[config.mk]
export PLATFORM = sky130hd
export DESIGN_NAME = multicycle_control
export DESIGN_NICKNAME = d
export VERILOG_FILES = /design/src/rtl/multicycle_control.sv
export SDC_FILE = /design/constraint.sdc
export NUM_CORES = 1
export LEC_CHECK = 0
export ABC_AREA = 1
export CORE_MARGIN = 3
export CORE_UTILIZATION = 49
export CTS_BUF_LIST = sky130_fd_sc_hd__clkbuf_2
export DETAILED_ROUTE_END_ITERATION = 8
export PLACE_DENSITY = 0.83
export SLEW_MARGIN = 30
export SYNTH_ARGS = -nofsm -noshare
export SYNTH_HDL_FRONTEND = slang
export SYNTH_SLANG_ARGS = --single-unit
[constraint.sdc]
create_clock -name clk -period 1.94 [get_ports clk]
set_input_delay 0.388 -clock clk [delete_from_list [all_inputs] [get_ports clk]]
set_output_delay 0.388 -clock clk [all_outputs]
set_load 0.1 [all_outputs]
[src/rtl/multicycle_control.sv]
// Moore control FSM for the multi-cycle MIPS datapath: sequences each opcode through
// fetch/decode/execute/memory/writeback, handles memory-ready waits, timeouts and retire counting.
module multicycle_control #(
  parameter int unsigned MEM_TIMEOUT = 16,
  parameter int unsigned WAIT_WIDTH  = 5,
  parameter int unsigned CNT_WIDTH   = 32,
  parameter int unsigned ENABLE_JUMP = 1
) (
  input  logic                 clk,
  input  logic                 reset,
  input  logic [5:0]           OP,
  input  logic                 MemReady,
  output logic                 PCWrite,
  output logic                 BranchEQ,
  output logic                 BranchNE,
  output logic                 IorD,
  output logic                 MemRead,
  output logic                 MemWrite,
  output logic                 IRWrite,
  output logic                 RegDst,
  output logic                 MemtoReg,
  output logic                 RegWrite,
  output logic                 ALUSrcA,
  output logic [1:0]           ALUSrcB,
  output logic [1:0]           PCSource,
  output logic [2:0]           ALUOp,
  output logic                 IllegalOp,
  output logic                 BusError,
  output logic [CNT_WIDTH-1:0] RetiredCount
);

  localparam logic [3:0] IDLE     = 4'd0;
  localparam logic [3:0] FETCH    = 4'd1;
  localparam logic [3:0] DECODE   = 4'd2;
  localparam logic [3:0] EXEC_R   = 4'd3;
  localparam logic [3:0] WB_R     = 4'd4;
  localparam logic [3:0] EXEC_I   = 4'd5;
  localparam logic [3:0] WB_I     = 4'd6;
  localparam logic [3:0] MEM_ADDR = 4'd7;
  localparam logic [3:0] MEM_RD   = 4'd8;
  localparam logic [3:0] MEM_WR   = 4'd9;
  localparam logic [3:0] MEM_WB   = 4'd10;
  localparam logic [3:0] BRANCH   = 4'd11;
  localparam logic [3:0] JUMP     = 4'd12;
  localparam logic [3:0] ERROR    = 4'd13;

  localparam logic [5:0] opR    = 6'h00;
  localparam logic [5:0] opJ    = 6'h02;
  localparam logic [5:0] opBeq  = 6'h04;
  localparam logic [5:0] opBne  = 6'h05;
  localparam logic [5:0] opAddi = 6'h08;
  localparam logic [5:0] opOri  = 6'h0d;
  localparam logic [5:0] opLui  = 6'h0f;
  localparam logic [5:0] opLw   = 6'h23;
  localparam logic [5:0] opSw   = 6'h2b;

  localparam logic [2:0] aluAdd = 3'b100;
  localparam logic [2:0] aluOr  = 3'b101;
  localparam logic [2:0] aluLui = 3'b011;
  localparam logic [2:0] aluSub = 3'b001;
  localparam logic [2:0] aluR   = 3'b111;

  localparam logic [WAIT_WIDTH-1:0] waitLast = WAIT_WIDTH'(MEM_TIMEOUT - 1);

  logic [3:0]            state, nextState;
  logic [WAIT_WIDTH-1:0] waitCnt;
  logic                  memWait, timeout, retire;

  // State, wait counter and retire counter
  always_ff @(posedge clk) begin
    if (!reset) begin
      state        <= IDLE;
      waitCnt      <= '0;
      RetiredCount <= '0;
    end else begin
      state <= nextState;
      if (nextState != state)
        waitCnt <= '0;
      else if (memWait && !MemReady)
        waitCnt <= waitCnt + WAIT_WIDTH'(1);
      if (retire)
        RetiredCount <= RetiredCount + CNT_WIDTH'(1);
    end
  end

  // Next state, timeout and retire detection
  always_comb begin
    nextState = state;
    memWait   = (state == FETCH) || (state == MEM_RD) || (state == MEM_WR);
    timeout   = memWait && !MemReady && (waitCnt == waitLast);
    case (state)
      IDLE:     nextState = FETCH;
      FETCH:    if (MemReady) nextState = DECODE;
      DECODE: begin
        case (OP)
          opR:                   nextState = EXEC_R;
          opAddi, opOri, opLui:  nextState = EXEC_I;
          opLw, opSw:            nextState = MEM_ADDR;
          opBeq, opBne:          nextState = BRANCH;
          opJ:                   nextState = (ENABLE_JUMP != 0) ? JUMP : FETCH;
          default:               nextState = FETCH;
        endcase
      end
      EXEC_R:   nextState = WB_R;
      EXEC_I:   nextState = WB_I;
      MEM_ADDR: nextState = (OP == opLw) ? MEM_RD : MEM_WR;
      MEM_RD:   if (MemReady) nextState = MEM_WB;
      MEM_WR:   if (MemReady) nextState = FETCH;
      WB_R, WB_I, MEM_WB, BRANCH, JUMP: nextState = FETCH;
      ERROR:    nextState = ERROR;
      default:  nextState = IDLE;
    endcase
    if (timeout)
      nextState = ERROR;
    retire = (nextState == FETCH) &&
             ((state == WB_R) || (state == WB_I) || (state == MEM_WB) ||
              (state == MEM_WR) || (state == BRANCH) || (state == JUMP));
  end

  // Datapath controls decoded from state (IRWrite/PCWrite follow MemReady in FETCH)
  always_comb begin
    PCWrite   = 1'b0;
    BranchEQ  = 1'b0;
    BranchNE  = 1'b0;
    IorD      = 1'b0;
    MemRead   = 1'b0;
    MemWrite  = 1'b0;
    IRWrite   = 1'b0;
    RegDst    = 1'b0;
    MemtoReg  = 1'b0;
    RegWrite  = 1'b0;
    ALUSrcA   = 1'b0;
    ALUSrcB   = 2'b00;
    PCSource  = 2'b00;
    ALUOp     = 3'b000;
    IllegalOp = 1'b0;
    BusError  = 1'b0;
    case (state)
      FETCH: begin
        MemRead = 1'b1;
        ALUSrcB = 2'b01;
        ALUOp   = aluAdd;
        IRWrite = MemReady;
        PCWrite = MemReady;
      end
      DECODE: begin
        ALUSrcB   = 2'b11;
        ALUOp     = aluAdd;
        IllegalOp = (nextState == FETCH);
      end
      EXEC_R: begin
        ALUSrcA = 1'b1;
        ALUOp   = aluR;
      end
      WB_R: begin
        RegDst   = 1'b1;
        RegWrite = 1'b1;
      end
      EXEC_I: begin
        ALUSrcA = 1'b1;
        ALUSrcB = 2'b10;
        case (OP)
          opOri:   ALUOp = aluOr;
          opLui:   ALUOp = aluLui;
          default: ALUOp = aluAdd;
        endcase
      end
      WB_I:     RegWrite = 1'b1;
      MEM_ADDR: begin
        ALUSrcA = 1'b1;
        ALUSrcB = 2'b10;
        ALUOp   = aluAdd;
      end
      MEM_RD: begin
        IorD    = 1'b1;
        MemRead = 1'b1;
      end
      MEM_WR: begin
        IorD     = 1'b1;
        MemWrite = 1'b1;
      end
      MEM_WB: begin
        MemtoReg = 1'b1;
        RegWrite = 1'b1;
      end
      BRANCH: begin
        ALUSrcA  = 1'b1;
        ALUOp    = aluSub;
        PCSource = 2'b01;
        BranchEQ = (OP == opBeq);
        BranchNE = (OP == opBne);
      end
      JUMP: begin
        PCWrite  = 1'b1;
        PCSource = 2'b10;
      end
      ERROR:   BusError = 1'b1;
      default: ;
    endcase
  end

endmodule

==> flow_summary.yaml, run 1 <==
placed_design:
  detailedPlace.worstSlack_ns: -0.6488
  place_inst: 701
  port-buffer-count: 60
  dpl.hpwl_mm: 8.015
  gp_congestion: 0.9685
clocking:
  htree_levels: 2
  clock_latency_ns: 0.49
  path_clk_slew_ns: 0.28
  cts_made_buffers: 5
  tritoncts: "yes"
  clkSinkCount: 41
  cts.path.max_buffers: 2
  clockRootBuffer: "clkbuf_2"
global_routing:
  antenna_found_initial: 1
  gr-total-overflow: 0
  grt_usage_pct: 34.85
  grt_pass1_wl_mm: 20.48
  grt_max_degree: 39
  grt_pass1_vias: 4215
outcome:
  status: "finished with violations"
  violations: "DRC, setup timing"
critical_path:
  end_kind: "output pin"
  crit_fanout: 4
  critPathRequiredTime_ns: 1.55
  path_class: "reg2out"
  start_kind: "flop"
  worstPathArrival_ns: 2.34
  reg2reg_depth: 14
timing:
  fmax_mhz: 366.0
  maxSlewViolCount: 0
  fin_ws_ns: -0.7925
  fin_crit_ns: 2.733
  rsz0062_at_grt: "yes"
  finalSetupViolations: 58
  skew_ns: 0.05199
  tightest_slew_ns: 0.4002
  finalHoldViolCount: 0
  slew_headroom_pct: 73.11
  post-route-period-util_pct: 140.9
drt:
  wl_per_cell_um: 23.10
  drc: 22
  totalWireLength_mm: 17.16
  ant_nets: 0
  via_per_inst: 6.620
  vias: 4919
  dr.first_iter.drc_count: 958
  dr.pass1.iters: 9
cells_and_area:
  nets: 679
  diodes: 0
  area_growth_syn_to_layout_pct: 79.78
  final_cells: 743
  drive_gt1_share_pct: 43.11
logic_synthesis:
  synthesis.nets: 530
  yosysWarnings: 0
  synthTopCellsByArea: "dfxtp_1, nand2_1, nor2_1"
  synth-seq-cells: 41
  synth.cell_area_sq_mm: 0.003100
  synth-edff-count: 0
  yosysMostFrequentCell: "nand2_1"
  synth_area_per_cell_sq_um: 5.985
  synth_cells: 518
  synthFlopType: "dfxtp_1"
  async_flop_share_pct: 0
  synth_top_area_share_pct: 26.47
  ys_seq_area_share_pct: 26.47
  yosysTopAreaCell: "dfxtp_1"
  synth_cell_types: 31
  synth_common_cells: "nand2_1, nor2_1, inv_1, nand4_1, dfxtp_1"
die:
  rows: 28
  die_width_um: 85.55
  num_io_pins: 61
  core-area_sq_mm: 0.006026
  start_util_pct: 51.45
  die_area_sq_mm: 0.007318
  die_y_um: 85.55
flow_run:
  drv_cap: 0
min_path:
  hold_path_class: "reg2reg"
  hold_depth: 2
power:
  powerDensity_mw_per_mm2: 446.0
  p_leak_nw: 2.461
  ir_drop_uv: 381.5
cell families after synthesis:
group / count (synthesis) / share of synthesized area (%)
simple gates: 327 / 48.22
buf+inv: 86 / 11.42
flops: 41 / 26.47
compound gates: 39 / 6.416
xor+xnor: 21 / 5.932
fa+ha+maj: 3 / 1.211
mux: 1 / 0.3229
power by group:
part | internal (W) | switching, W
Combinational | 0.000347 | 0.000584
Sequential | 0.000845 | 0.0000127
Clock | 0.000351 | 0.000347
metrics by stage:
stage	area, sq um	power [W]	utilization, %	TNS (ns)	hold WS (ns)
floorplan	3281	0.001288	-	-2.085	0.4694
global placement	4747	0.001549	78.78	-16.65	0.4776
detailed placement	4747	0.001565	78.78	-23.50	0.4825
CTS	5239	0.002286	86.94	-6.710	0.5081
global route	5574	0.002531	92.50	-24.72	0.5418
finish	5574	0.002486	92.50	-20.36	0.5170
what timing repair did:
item	CTS	global route
pin swaps	21	27
gates resized for setup	59	70
setup buffers	27	18
endpoints found under the setup margin	57	58
cloned	2	1
hold buffers	0	0
sequential cells by signal (all words and copies together), names as in the netlist:
register	cells
RetiredCount	32
waitCnt	5
state	4
layout make-up:
| class | instances | area [sq um] |
|---|---|---|
| Inverter | 68 | 279.0 |
| Sequential cell | 41 | 879.6 |
| Tap cell | 75 | 93.84 |
| Clock inverter | 3 | 68.82 |
| Timing Repair Buffer | 160 | 1908 |
| Multi-Input combinational cell | 391 | 2320 |
| Fill cell | 207 | 451.7 |
| Clock buffer | 5 | 25.02 |
cell usage in the layout, fill, tap and decap left out, types with 7 or more instances in the layout:
cell type,n
nand4_1,45
dfxtp_2,26
nand3_1,25
nor2_2,9
inv_2,10
dfxtp_4,7
nand2_1,122
xor2_1,15
inv_1,50
nor3_1,10
buf_6,22
nor2_4,16
nand2_2,18
buf_12,44
buf_4,83
a21oi_1,24
dfxtp_1,8
nor2_1,57
metal layers:
metal	share of wire [%]	track usage [%]	wire length, um	vias to the layer above
li1	-	-	-	1977
met1	32	40.45	5476	2143
met2	43	61.72	7432	559
met3	14	4.515	2368	240
met4	11	19.14	1883	0
met5	0	0	0	-
worst paths after layout:
check / slack (ns) / endpoint / from
min: 0.52 / RetiredCount[24] / RetiredCount[24]
max reg2reg: -0.43 / RetiredCount[3] / state[0]
min reg2reg: 0.52 / RetiredCount[24] / RetiredCount[24]
max: -0.79 / IllegalOp / state[0]
worst max-delay path, cell delays in order, from the launching register on:
cell and delay, ns:
dfxtp_4 0.44, inv_4 0.11, nand2_2 0.08, nor3_4 0.33, nand2_2 0.14, inv_1 0.16
nor2_2 0.10, nand3_4 0.11, nand2_4 0.06, nor2_4 0.14, buf_12 0.18
Note: power is estimated with default switching activity, not from simulation.
==> run 2: changes to the inputs <==
--- a/config.mk
+++ b/config.mk
@@ -11,7 +11,7 @@
 export CTS_BUF_LIST = sky130_fd_sc_hd__clkbuf_2
 export DETAILED_ROUTE_END_ITERATION = 8
 export PLACE_DENSITY = 0.83
-export SLEW_MARGIN = 30
+export SETUP_SLACK_MARGIN = 0.02
 export SYNTH_ARGS = -nofsm -noshare
 export SYNTH_HDL_FRONTEND = slang
 export SYNTH_SLANG_ARGS = --single-unit
==> run 2 against run 1 <==
  * The flow now stops in 5_1_grt
  * Synthesized cell count unchanged
  * Synthesized area unchanged
==> flow_summary.yaml, run 2 <==
outcome:
  status: "did not finish"
  stop_stage: "5_1_grt"
  stop_error: "[ERROR GRT-0232] Routing congestion too high. Check the congestion heatmap in the GUI."
global_routing:
  grt_usage_pct: 62.58
  gr-total-overflow: 2
  grt_max_degree: 29
clocking:
  cts_hold_buf: 0
  htree_levels: 2
  clockRootBuffer: "clkbuf_2"
  cts_made_buffers: 5
  cts.path.max_buffers: 2
  clkSinkCount: 41
timing:
  grt_worst_setup_endpoint: "IllegalOp"
  endpoint_type: "primary output"
logic_synthesis:
  ys_seq_area_share_pct: 26.47
  synth_top_area_share_pct: 26.47
  synth_area_per_cell_sq_um: 5.985
  synthFlopType: "dfxtp_1"
  yosysMostFrequentCell: "nand2_1"
  synth-seq-cells: 41
  synth-edff-count: 0
  async_flop_share_pct: 0
  yosysTopAreaCell: "dfxtp_1"
  synthTopCellsByArea: "dfxtp_1, nand2_1, nor2_1"
  synth_common_cells: "nand2_1, nor2_1, inv_1, nand4_1, dfxtp_1"
  yosysWarnings: 0
  synthesis.nets: 530
  synth_cell_types: 31
  synth_cells: 518
  synth.cell_area_sq_mm: 0.003100
placed_design:
  dpl_cell_area_sq_mm: 0.004747
  port-buffer-count: 60
  detailedPlace.worstSlack_ns: -0.6535
  dpl.hpwl_mm: 8.099
  gp_congestion: 0.9612
die:
  rows: 28
  num_io_pins: 61
  start_util_pct: 51.45
  die_width_um: 85.55
  die_y_um: 85.55
run 2: cell counts after synthesis:
No cell type changed its count.
run 2: logic make-up after synthesis:
| kind of cell | Yosys count | synth area share (%) |
|---|---|---|
| AO/OA/AOI/OAI | 39 | 6.416 |
| flip-flops | 41 | 26.47 |
| AND/OR/NAND/NOR | 327 | 48.22 |
| XOR/XNOR | 21 | 5.932 |
| buffers and inverters | 86 | 11.42 |
| multiplexers | 1 | 0.3229 |
| adder cells (fa/ha/maj) | 3 | 1.211 |
run 2: metal layers:
layer	track usage, %	overflow
met1	62.63	0
met3	36.12	0
met4	66.76	0
met2	85.81	2
met5	4.196	0
run 2: what timing repair did:
| action | CTS |
|---|---|
| cloned | 3 |
| setup buffers | 11 |
| endpoints found under the setup margin | 58 |
| resized for setup | 49 |
| pin swaps | 14 |
run 2: per-stage QoR:
step / std cells / hold WS, ns / setup TNS, ns
2_1_floorplan: 518 / 0.4694 / -2.085
3_5_place_dp: 701 / 0.4792 / -23.34
4_1_cts: 722 / 0.5043 / -5.181
3_3_place_gp: 701 / 0.4747 / -16.69
==> run 3: changes to the inputs <==
--- a/config.mk
+++ b/config.mk
@@ -7,11 +7,9 @@
 export LEC_CHECK = 0
 export ABC_AREA = 1
 export CORE_MARGIN = 3
-export CORE_UTILIZATION = 49
-export CTS_BUF_LIST = sky130_fd_sc_hd__clkbuf_2
+export CORE_UTILIZATION = 35
 export DETAILED_ROUTE_END_ITERATION = 8
-export PLACE_DENSITY = 0.83
-export SETUP_SLACK_MARGIN = 0.02
+export PLACE_DENSITY_LB_ADDON = 0.15
 export SYNTH_ARGS = -nofsm -noshare
 export SYNTH_HDL_FRONTEND = slang
 export SYNTH_SLANG_ARGS = --single-unit
==> constraint.sdc (replaced) <==
create_clock -name clk -period 2.52 [get_ports clk]
set_input_delay 0.504 -clock clk [delete_from_list [all_inputs] [get_ports clk]]
set_output_delay 0.504 -clock clk [all_outputs]
set_load 0.1 [all_outputs]
==> run 3 against run 2 <==
  * The run now ends clean
==> flow_summary.yaml, run 3 (synthesis gave the netlist of run 1 again) <==
outcome:
  status: "finished clean"
critical_path:
  critPathRequiredTime_ns: 2.02
  crit_path_end: "IllegalOp"
  reg2reg_depth: 15
  crit_cells: 10
  crit_slowest_cell: "dfxtp_2"
  slowest_delay_ns: 0.34
  cp_common_cell: "nand3_4"
  crit_chain: "ha_1 -> inv_1 -> nor2_1 -> ha_2 -> nand3_4 -> nand3_4 -> nor3_4 -> nand2_2 -> nor2_4 -> buf_12"
  r2r-end: "RetiredCount[25]"
  crit_fanout: 3
  path_delay_family: "simple AND/OR/NAND/NOR gates"
  critPathLaunch: "waitCnt[0]"
  worstPathArrival_ns: 1.93
  start_kind: "flop"
  r2r_slack_ns: 0.39
  critPathBufInv: 2
  rr_startpoint: "state[0]"
  end_kind: "output pin"
  path_class: "reg2out"
min_path:
  hold_path_class: "reg2reg"
  hp-start: "RetiredCount[27]"
timing:
  skew_ns: 0.006641
  post-route-period-util_pct: 96.60
  finalSetupViolations: 0
  fmax_mhz: 410.8
  slew_headroom_pct: 63.39
  finalHoldViolCount: 0
  fin_crit_ns: 2.434
  maxSlewViolCount: 0
  tightest_slew_ns: 0.5449
power:
  pwr-share-clk_pct: 33.1
  p_leak_nw: 1.928
  switching_share_pct: 34.86
  intPower_w: 0.001089
  p_comb_share_pct: 27.3
  ir_drop_uv: 197.4
  p_total_w: 0.001672
  powerDensity_mw_per_mm2: 388.9
  netSwitchingPower_w: 0.0005830
  p_seq_share_pct: 39.6
global_routing:
  antenna_found_initial: 0
  grt_pass1_vias: 3396
  grt_max_degree: 29
  grt_pass1_wl_mm: 15.72
  grt_usage_pct: 18.81
  gr-total-overflow: 0
drt:
  wl_per_cell_um: 13.10
  drc: 0
  dr.first_iter.drc_count: 157
  totalWireLength_mm: 9.249
  ant_nets: 0
  dr.pass1.iters: 5
  via_per_inst: 5.031
  vias: 3552
clocking:
  cts.path.max_buffers: 2
  clock_latency_ns: 0.30
  htree_levels: 2
  path_clk_slew_ns: 0.09
  cts_made_buffers: 5
  tritoncts: "yes"
  clockRootBuffer: "clkbuf_8"
  clkSinkCount: 41
die:
  die_width_um: 100.1
  rows: 33
  die_area_sq_mm: 0.01002
  core-area_sq_mm: 0.008423
  die_y_um: 100.1
  num_io_pins: 61
  start_util_pct: 36.81
flow_run:
  drv_cap: 0
cells_and_area:
  largest_register_ff_count: 32
  drive_gt1_share_pct: 22.96
  final_cell_mix: "nand2_1, nor2_1, buf_4"
  mostFrequentLayoutCell: "nand2_1"
  final_util_pct: 51.05
  reg_top3: "RetiredCount: 32 flops, waitCnt: 5 flops, state: 4 flops"
  area_growth_syn_to_layout_pct: 38.70
  regMostFlops: "RetiredCount"
  nets: 612
  diodes: 0
placed_design:
  gp_congestion: 0.8763
  port-buffer-count: 60
  dpl.hpwl_mm: 7.301
-- run 3: area by class of cell --
class | count | area, sq um
well taps | 105 | 131.4
inverters | 68 | 260.3
multi-input cells | 391 | 2034
clock inverters | 3 | 46.29
fillers | 851 | 4123
clock buffers | 5 | 68.82
flip-flops and latches | 41 | 837.1
repair buffers | 93 | 922.1
-- run 3: stage by stage --
stage                     setup WS [ns]  instances  instance area, sq um  TNS (ns)  hold WS [ns]
final                           0.08577        706                  4300         0        0.4972
after CTS                       0.01706        700                  4205         0        0.5008
after floorplan                 -0.4955        518                  3148   -0.8529        0.4694
after global routing           -0.02618        706                  4300  -0.02618        0.5463
after global placement          -0.1494        691                  4059   -0.3799        0.4732
after detailed placement        -0.2061        691                  4059    -1.805        0.4862
-- run 3: worst min path at each step --
stage,endpoint,slack [ns],cells after the start
floorplan,waitCnt[4],0.47,2
global placement,RetiredCount[31],0.47,2
detailed placement,RetiredCount[27],0.49,2
CTS,RetiredCount[27],0.50,2
global route,RetiredCount[24],0.55,2
finish,RetiredCount[27],0.50,2
-- run 3: layer usage --
layer / part of all wire (%) / global-route usage (%) / routed length, um
met5: 0 / 0 / 0
met4: 1.7 / 5.803 / 155
met3: 3.8 / 2.502 / 347
met2: 49 / 34.00 / 4505
met1: 46 / 23.00 / 4240
-- run 3: what timing repair did --
item | CTS | global route
setup buffers | 1 | 6
setup endpoints to repair | 4 | 1
resized for setup | 20 | 18
hold buffers | 0 | 0
pin swaps | 2 | 8
-- run 3: tightest hold or removal path, cell delays in order, from the launching register on --
cell and delay (ns):
dfxtp_1 0.34, nand2_1 0.07, a21oi_1 0.05
-- run 3: power by group through the flow --
stage          Combinational [W]  Sequential [W]  Clock (W)
6_report                0.000457        0.000663   0.000553
5_1_grt                 0.000488        0.000664   0.000592
3_5_place_dp            0.000442        0.000676          0
3_3_place_gp            0.000438        0.000676          0
4_1_cts                 0.000448        0.000662   0.000565
2_1_floorplan           0.000298        0.000674          0
==> run 4: changes to the inputs <==
==> constraint.sdc (replaced) <==
create_clock -name clk -period 2.1 [get_ports clk]
set_input_delay 0.42 -clock clk [delete_from_list [all_inputs] [get_ports clk]]
set_output_delay 0.42 -clock clk [all_outputs]
set_load 0.1 [all_outputs]
==> run 4 against run 3 <==
  * The run now ends with setup timing left
  * Sequential cell count is the same
  * Clock power grew 42%
  * Clock skew grew 0.0026 ns
  * Die area is the same
  * Largest power group unchanged
  * Critical endpoint unchanged
  * Non-clock buffer count grew 29
  * Sequential power grew 19%
==> flow_summary.yaml, run 4 (synthesis gave the netlist of run 1 again) <==
cells_and_area:
  mostFrequentLayoutCell: "nand2_1"
  final_cell_mix: "nand2_1, buf_4, nor2_1"
  drive_gt1_share_pct: 34.29
  diodes: 0
  regMostFlops: "RetiredCount"
  final_util_pct: 56.37
  reg_top3: "RetiredCount: 32 flops, waitCnt: 5 flops, state: 4 flops"
  nets: 641
  fin_area_sq_mm: 0.004748
  largest_register_ff_count: 32
  area_growth_syn_to_layout_pct: 53.15
power:
  p_leak_nw: 2.152
  ir_drop_uv: 275.1
  powerDensity_mw_per_mm2: 465.2
timing:
  slew_headroom_pct: 67.79
  rsz0062_at_grt: "yes"
  skew_ns: 0.009221
  fmax_mhz: 433.4
  finalHoldViolCount: 0
  finalSetupViolations: 1
  tightest_slew_ns: 0.4795
  fin_ws_ns: -0.2071
  post-route-period-util_pct: 109.9
  fin_crit_ns: 2.307
  maxSlewViolCount: 0
drt:
  dr.first_iter.drc_count: 199
  dr.pass1.iters: 5
  drc: 0
  totalWireLength_mm: 10.02
  wl_per_cell_um: 13.64
  via_per_inst: 5.014
  vias: 3685
  ant_nets: 0
critical_path:
  crit_slowest_cell: "dfxtp_4"
  path_class: "reg2out"
  start_kind: "flop"
  crit_chain: "buf_6 -> nand2_4 -> inv_4 -> nand2_4 -> nand3_2 -> nor2_4 -> nand3_4 -> nor3_4 -> nand2_2 -> nor2_4 -> buf_12"
  end_kind: "output pin"
  slowest_delay_ns: 0.37
  critPathRequiredTime_ns: 1.68
  crit_fanout: 4
  worstPathArrival_ns: 1.89
die:
  die_area_sq_mm: 0.01002
  die_y_um: 100.1
  die_width_um: 100.1
  start_util_pct: 36.81
  rows: 33
  num_io_pins: 61
  core-area_sq_mm: 0.008423
min_path:
  hold_path_class: "reg2reg"
clocking:
  path_clk_slew_ns: 0.09
  clkSinkCount: 41
  htree_levels: 2
  cts_hold_buf: 0
  clock_latency_ns: 0.30
  cts_made_buffers: 5
  clockRootBuffer: "clkbuf_8"
  tritoncts: "yes"
  cts.path.max_buffers: 2
global_routing:
  antenna_found_initial: 0
  gr-total-overflow: 0
  grt_pass1_vias: 3444
  grt_max_degree: 29
  grt_usage_pct: 19.74
  grt_pass1_wl_mm: 16.39
flow_run:
  drv_cap: 0
placed_design:
  dpl_cell_area_sq_mm: 0.004362
  port-buffer-count: 60
  dpl.hpwl_mm: 7.474
  gp_congestion: 0.9223
outcome:
  status: "finished with violations"
  violations: "setup timing"
==> run 4: cell types whose count changed in the layout (fill, tap and decap cells not counted), moves of 8 or more <==
cell     before  now
dfxtp_1      36   15
dfxtp_2       1   20
nand2_2       7   15
buf_4        68   85
nand2_1     139  130
==> run 4: critical path, delay by kind of cell (launching register included) <==
family,cells,cell delay (ns)
DFF,1,0.37
and+or+nand+nor,8,0.86
buffers and inverters,3,0.35
==> run 4: metrics by stage <==
step	hold WS, ns	setup TNS, ns	instances	total power [W]	setup WS (ns)
after floorplan	0.4694	-1.653	518	0.001171	-0.5084
after global placement	0.4782	-10.95	716	0.001387	-0.4086
after detailed placement	0.4868	-14.67	716	0.001393	-0.4996
after CTS	0.5006	-0.1716	731	0.002197	-0.1716
after global routing	0.5355	-0.3889	735	0.002300	-0.2845
final	0.4966	-0.2071	735	0.002209	-0.2071
==> run 4: metal layers <==
metal,up-vias,part of all wire (%),GRT usage [%]
li1,1889,-,-
met5,-,0,0
met3,20,4.3,2.363
met2,98,50,35.78
met1,1678,43,24.47
met4,0,2.3,5.492
==> run 4: path summary, 6_finish.rpt <==
path	cells after the start	end	startpoint	slack [ns]
setup / recovery	11	IllegalOp	state[0]	-0.21
hold / removal	2	RetiredCount[7]	RetiredCount[7]	0.50
setup reg to reg	13	RetiredCount[8]	state[0]	0.10
hold reg to reg	2	RetiredCount[7]	RetiredCount[7]	0.50
==> run 4: repair_timing <==
action,in CTS,in global routing
gates cloned,0,2
endpoints found under the setup margin,39,37
resized for setup,44,29
pin swaps,19,11
setup buffers,7,5
==> run 4: area by class of cell <==
class,instances,area [sq um]
fillers,810,3675
inverters,68,262.8
repair buffers,122,1239
multi-input cells,391,2110
flip-flops and latches,41,868.3
well taps,105,131.4
clock buffers,5,68.82
clock inverters,3,68.82
==> run 4: power breakdown <==
group	switching [W]	internal [W]	total [W]	leakage (nW)
sequential	0.0000111	0.000778	0.000790	0.345
clock	0.000304	0.000479	0.000783	0.0687
combinational	0.000408	0.000229	0.000637	1.74
